===== src/rtl/fifo_write_arbiter.sv =====
// Round-robin arbiter sharing one async-FIFO write port among NUM_REQ requesters.
// Grants bursts of up to MAX_BURST beats; every transfer is gated by the FIFO full flag.
module fifo_write_arbiter #(
    parameter int NUM_REQ    = 4,
    parameter int DATA_WIDTH = 32,
    parameter int MAX_BURST  = 4
) (
    input  logic                          clk,
    input  logic                          resetn,
    input  logic [NUM_REQ-1:0]            req,
    input  logic [NUM_REQ*DATA_WIDTH-1:0] req_data,
    input  logic [NUM_REQ-1:0]            req_last,
    input  logic                          full,
    output logic [NUM_REQ-1:0]            gnt,
    output logic                          w_en,
    output logic [DATA_WIDTH-1:0]         w_data,
    output logic [$clog2(NUM_REQ)-1:0]    owner,
    output logic                          busy
);
    localparam int OW = $clog2(NUM_REQ);
    localparam int BW = $clog2(MAX_BURST + 1);

    typedef enum logic {IDLE, GRANT} state_t;

    state_t          state_q, state_d;
    logic [OW-1:0]   owner_q, owner_d;
    logic [OW-1:0]   rr_last_q, rr_last_d;
    logic [BW-1:0]   beat_cnt_q, beat_cnt_d;
    logic [OW-1:0]   winner;
    logic            found;

    // First set request searching from the requester after the last owner.
    always_comb begin
        winner = '0;
        found  = 1'b0;
        for (int k = 1; k <= NUM_REQ; k++) begin
            if (!found && req[(int'(rr_last_q) + k) % NUM_REQ]) begin
                winner = OW'((int'(rr_last_q) + k) % NUM_REQ);
                found  = 1'b1;
            end
        end
    end

    always_comb begin
        state_d    = state_q;
        owner_d    = owner_q;
        rr_last_d  = rr_last_q;
        beat_cnt_d = beat_cnt_q;
        gnt        = '0;
        w_en       = 1'b0;
        w_data     = '0;
        unique case (state_q)
            IDLE: begin
                if (found) begin
                    owner_d    = winner;
                    beat_cnt_d = '0;
                    state_d    = GRANT;
                end
            end
            GRANT: begin
                if (!req[owner_q]) begin
                    state_d    = IDLE;
                    rr_last_d  = owner_q;
                    beat_cnt_d = '0;
                end else if (!full) begin
                    gnt[owner_q] = 1'b1;
                    w_en         = 1'b1;
                    w_data       = req_data[owner_q*DATA_WIDTH +: DATA_WIDTH];
                    if (req_last[owner_q] || beat_cnt_q == BW'(MAX_BURST - 1)) begin
                        state_d    = IDLE;
                        rr_last_d  = owner_q;
                        beat_cnt_d = '0;
                    end else begin
                        beat_cnt_d = beat_cnt_q + 1'b1;
                    end
                end
            end
            default: state_d = IDLE;
        endcase
        // A cycle with reset asserted must never write, even mid-burst.
        if (!resetn) begin
            gnt    = '0;
            w_en   = 1'b0;
            w_data = '0;
        end
    end

    always_ff @(posedge clk) begin
        if (!resetn) begin
            state_q    <= IDLE;
            owner_q    <= '0;
            rr_last_q  <= OW'(NUM_REQ - 1);
            beat_cnt_q <= '0;
        end else begin
            state_q    <= state_d;
            owner_q    <= owner_d;
            rr_last_q  <= rr_last_d;
            beat_cnt_q <= beat_cnt_d;
        end
    end

    assign owner = owner_q;
    assign busy  = (state_q == GRANT);
endmodule


===== config.mk =====
export PLATFORM = sky130hd
export DESIGN_NAME = fifo_write_arbiter
export DESIGN_NICKNAME = d
export VERILOG_FILES = /design/src/rtl/fifo_write_arbiter.sv
export SDC_FILE = /design/constraint.sdc
export NUM_CORES = 1
export LEC_CHECK = 0
export ABC_CLOCK_PERIOD_IN_PS = 2710
export CORE_MARGIN = 1.5
export CORE_UTILIZATION = 28
export DETAILED_ROUTE_END_ITERATION = 16
export PLACE_DENSITY = 0.86
export SYNTH_ARGS = -nofsm -noshare
export SYNTH_HDL_FRONTEND = slang
export SYNTH_SLANG_ARGS = --single-unit

===== constraint.sdc =====
create_clock -name clk -period 2.71 [get_ports clk]
set_input_delay 0.6775 -clock clk [delete_from_list [all_inputs] [get_ports clk]]
set_output_delay 0.6775 -clock clk [all_outputs]
set_load 0.01 [all_outputs]

* Word-level counts from Yosys, hierarchy flattened
Index checks and enable logic that the tools add are counted.
** Operators by class
- $add $sub $neg :: 5
- Bitwise gates (word level) :: 5
- Mux-type cells :: 51
- Order comparisons :: 6
- Reduce and logical (&&, ||, !) cells :: 15
- Equal/unequal tests :: 5
- Shift-type cells :: 1
** Operator list (count)
- 2-to-1 mux 32 bit :: 4
- variable part select 128 x 8 -> 32 bit :: 1
- 2-to-1 mux 1 bit :: 23
- less-than comparator 3 x 4 -> 1 bit, second input constant :: 4
- 2-to-1 mux 4 bit :: 4
- 2-to-1 mux 2 bit :: 7
- binary-select mux 1 bit (select 2 bit) :: 6
- 2-to-1 mux 3 bit :: 4
- OR reduction 2 bit :: 4
- one-hot mux 3 bit (2 select lines) :: 1
- adder 2 x 1 -> 2 bit, second input constant :: 2
- adder 2 bit, second input constant :: 2
- bitwise AND 1 bit, first input constant :: 4
- logical AND 1 bit :: 4
- != test 2 bit, second input constant :: 2
- AND reduction 2 bit :: 2
- adder 3 x 1 -> 3 bit, second input constant :: 1
- == test 3 x 2 -> 1 bit, second input constant :: 1
- zero test 1 bit :: 3
- less-than comparator 2 x 3 -> 1 bit, second input constant :: 1
- != test 3 bit, second input constant :: 1
- AND reduction 3 bit :: 1
- demux 1 bit (select 2 bit) :: 1
- >= comparator 2 x 1 -> 1 bit, second input constant :: 1
- 4 further kinds :: 4
** Word-level totals
- Word-level logic and storage cells :: 92
- Input bits :: 139
- Output and inout bits :: 40
- Flip-flop bits (word level) :: 8

* Longest topological paths before layout
- Depth in word-level cells :: 18
- Depth in mapped cells :: 6
- Depth with buffers taken out :: 6

* Worst setup path before layout
No wires, ideal clock.
- Path kind :: input to output
- Start :: in req[3]
- End :: out w_data[22]
- Arrival :: 1.775 ns
- Stages on the path :: 6
- Path slack :: 0.257 ns
- Required time :: 2.033 ns
- Buffers on the path :: 1
- Cells stage by stage :: mux4_2 nand3_1 or2_4 inv_4 buf_4 and2_1
** Between the ends
- Word-level cells in the longest chain between the ends :: 5
** RTL lines
- from (decl) :: RTL line 10 : input logic [NUM_REQ-1:0] req,
- binary-select mux 1 bit (select 2 bit) :: RTL line 61 : if (!req[owner_q]) begin
- 2-to-1 mux 1 bit (implied by the code) :: RTL line 61
- 2-to-1 mux 32 bit :: RTL line 61
- 2-to-1 mux 32 bit :: RTL line 52 : unique case (state_q)
- 2-to-1 mux 32 bit :: RTL line 81 : if (!resetn) begin
- to (decl) :: RTL line 16 : output logic [DATA_WIDTH-1:0] w_data,
No other way between the ends. The select of a mux whose other input is x is not followed.

* Worst setup path after layout
- Start :: in req[3]
- End :: out w_data[6]
The elaborated chain is that of the path after synthesis.

==> metrics.yaml <==
synth:
  seq_area_frac_synth: 0.1027
  netlist.top_cell.by_area: "mux4_2"
  synth_top_cells_by_area: "mux4_2 (48%), and2_1 (14%), dfxtp_1 (10%)"
  synth_area_per_cell_um2: 10.61
  synth_edf_count: 0
  syn_area_um2: 1559
  synth.top_cell.area_share: 0.4767
  synth_nets: 288
  async_flop_share: 0
  yosysUniqueCellTypes: 31
  synth_seq_cells: 8
  yosysWarnings: 0
  syn_inst: 147
  ys.flop_type: "dfxtp_1"
  synthMostInstantiatedCell: "and2_1"
  ys_top_cells_by_count: "and2_1 (34), mux4_2 (33), dfxtp_1 (8)"
worst_setup_path:
  required_ns: 2.03
  reg2reg_to: "busy"
  cp-start-kind: "input pin"
  rrSetupSlack_ns: 0.95
  cp-end-kind: "primary output"
  worst-r2r-cell-count: 5
  cp.arrival_ns: 1.98
  critPathKind: "input pin to primary output"
  reg2reg_from: "owner[0]"
  critPathMaxFanout: 9
die:
  rows: 26
  die_w_um: 77.62
  core-area_um2: 5238
  ios: 179
  die_h_um: 77.62
  die_area_um2: 6024
  initial_core_util: 0.2977
place:
  dpl.cell_count: 396
  globalplace.congestion: 0.8881
  dp_hpwl_um: 6203
  portBuffers: 178
detailed_routing:
  drtIter0Drc: 70
  wire_per_inst_um: 19.02
  finalWirelength_um: 7705
  drc_errors: 0
  firstDrtPassIters: 4
  vias: 2068
  routed_via_density: 5.106
  ant_nets: 0
grt:
  grt_pass1_wl_um: 11900
  grt_usage: 0.2588
  overflow: 0
  first_global_vias: 2227
  antenna_found_initial: 0
  grt_max_degree: 42
clocking:
  cts_tree: "yes"
  cts_hold_buf: 0
  cts-root-buf: "clkbuf_8"
  cts.reportedPaths.clkPinSlew_ns: 0.04
  clock_path_buffers: 2
  clk_latency_ns: 0.23
  htree_levels: 1
  numCtsBuffers: 3
  cts_sinks: 8
finish:
  drive_gt1_frac: 0.3254
  nets: 478
  diodes: 0
  layout.cells.non_filler: 405
  area_growth_pct: 122.5
run:
  maxCapViolCount: 0
sta:
  setup_viol_count_final: 0
  period_share: 0.9821
  hold_violations: 0
  worst-slew-pin-transition_ns: 0.2933
  worst_hold_slack_ns: 0.4586
  rsz0062_at_grt: "false"
  maxSlewViolCount: 0
  max_freq_mhz: 375.7
  finalCriticalPeriod_ns: 2.662
  skew_ns: 0.001578
  maxSlewHeadroom: 0.8044
power_and_ir_drop:
  ir_drop_uv: 228.5
  leakagePower_uw: 0.001418
  p_per_area_nw_per_um2: 263.8
  p_total_uw: 915.1
hold_path:
  hold_path.class: "flip-flop to flip-flop"
  hp-start: "beat_cnt_q[2]"
  hold_path_depth: 2
  hold_path_end: "beat_cnt_q[2]"
outcome:
  status: "complete, no violations"
[how the worst max path moves through the flow]
stage          startpoint         end  slack [ns]  cells after the start
6_report           req[3]   w_data[6]        0.05                      8
5_1_grt            req[3]   w_data[6]       0.008                      8
4_1_cts            req[3]      gnt[2]       0.006                      8
3_5_place_dp       req[3]   w_data[0]       -0.85                      7
3_3_place_gp       req[3]   w_data[0]       -0.79                      7
2_1_floorplan      req[3]  w_data[22]        0.26                      6
[state kept, by name, summed over array words and instances, names as in the netlist]
name / flops
owner: 2
rr_last_q: 2
beat_cnt_q: 3
busy: 1
[cell families after synthesis]
logic type,count (synthesis),synth area share
mux,38,0.5088
fa+ha+maj,2,0.01605
simple gates,66,0.2456
flops,8,0.1027
compound gates,15,0.06581
buf+inv,18,0.06099
[report_power, final]
group | switching, uW | internal (uW) | total [uW] | leakage (uW)
Sequential | 13.7 | 131 | 145 | 0.0000664
Clock | 51.9 | 96.6 | 149 | 0.0000216
Combinational | 209 | 412 | 621 | 0.00133
[through the flow]
step,utilization,cell area (um2),TNS [ns],setup WS [ns]
6_report,0.6622,3468,0,0.04839
5_1_grt,0.6622,3468,0,0.008175
4_1_cts,0.6536,3423,0,0.006246
3_3_place_gp,0.6658,3487,-27.10,-0.7858
2_1_floorplan,-,1559,0,0.2575
3_5_place_dp,0.6658,3487,-29.27,-0.8465
[area by class of cell]
| type | count | area (um2) |
|---|---|---|
| Timing Repair Buffer | 195 | 1788 |
| Tap cell | 70 | 87.58 |
| Sequential cell | 8 | 162.7 |
| Inverter | 5 | 26.28 |
| Fill cell | 425 | 1769 |
| Multi-Input combinational cell | 121 | 1334 |
| Timing Repair inverter | 3 | 28.78 |
| Clock buffer | 3 | 41.29 |
[per-layer routing]
metal | track usage | vias up | wire, um
met5 | 0 | - | 0
met4 | 0.09818 | 0 | 240
met3 | 0.05412 | 21 | 537
met2 | 0.4800 | 109 | 4003
met1 | 0.2854 | 986 | 2925
li1 | - | 952 | -
[cell usage in the layout (no fill, tap or decap), types with 2 or more instances in the layout]
cell type,n
clkdlybuf4s50_1,135
buf_2,34
mux4_2,33
and2_1,30
buf_4,14
nand2_1,6
dfxtp_1,6
nor2b_1,5
mux2i_1,5
buf_6,5
inv_1,4
and2_4,4
nor2_1,4
nand3_1,4
o21ai_0,4
inv_8,3
o211ai_1,3
a21oi_1,3
clkbuf_8,3
buf_12,3
and3_4,2
or3_1,2
ha_1,2
dlygate4sd2_1,2
dfxtp_2,2
[timing repair]
| action | CTS | global route |
|---|---|---|
| endpoints found under the setup margin | 37 | 20 |
| gates resized for setup | 177 | 10 |
| setup buffers | 3 | 0 |
| gates cloned | 3 | 0 |
| pin swaps | 2 | 1 |
[critical path, cell delays in order]
cell,delay [ns]
buf_6,0.11
mux4_2,0.50
nand3_2,0.09
or2_4,0.14
buf_8,0.14
inv_8,0.05
and2_1,0.14
buf_2,0.14
(Power assumes the default switching activity.)
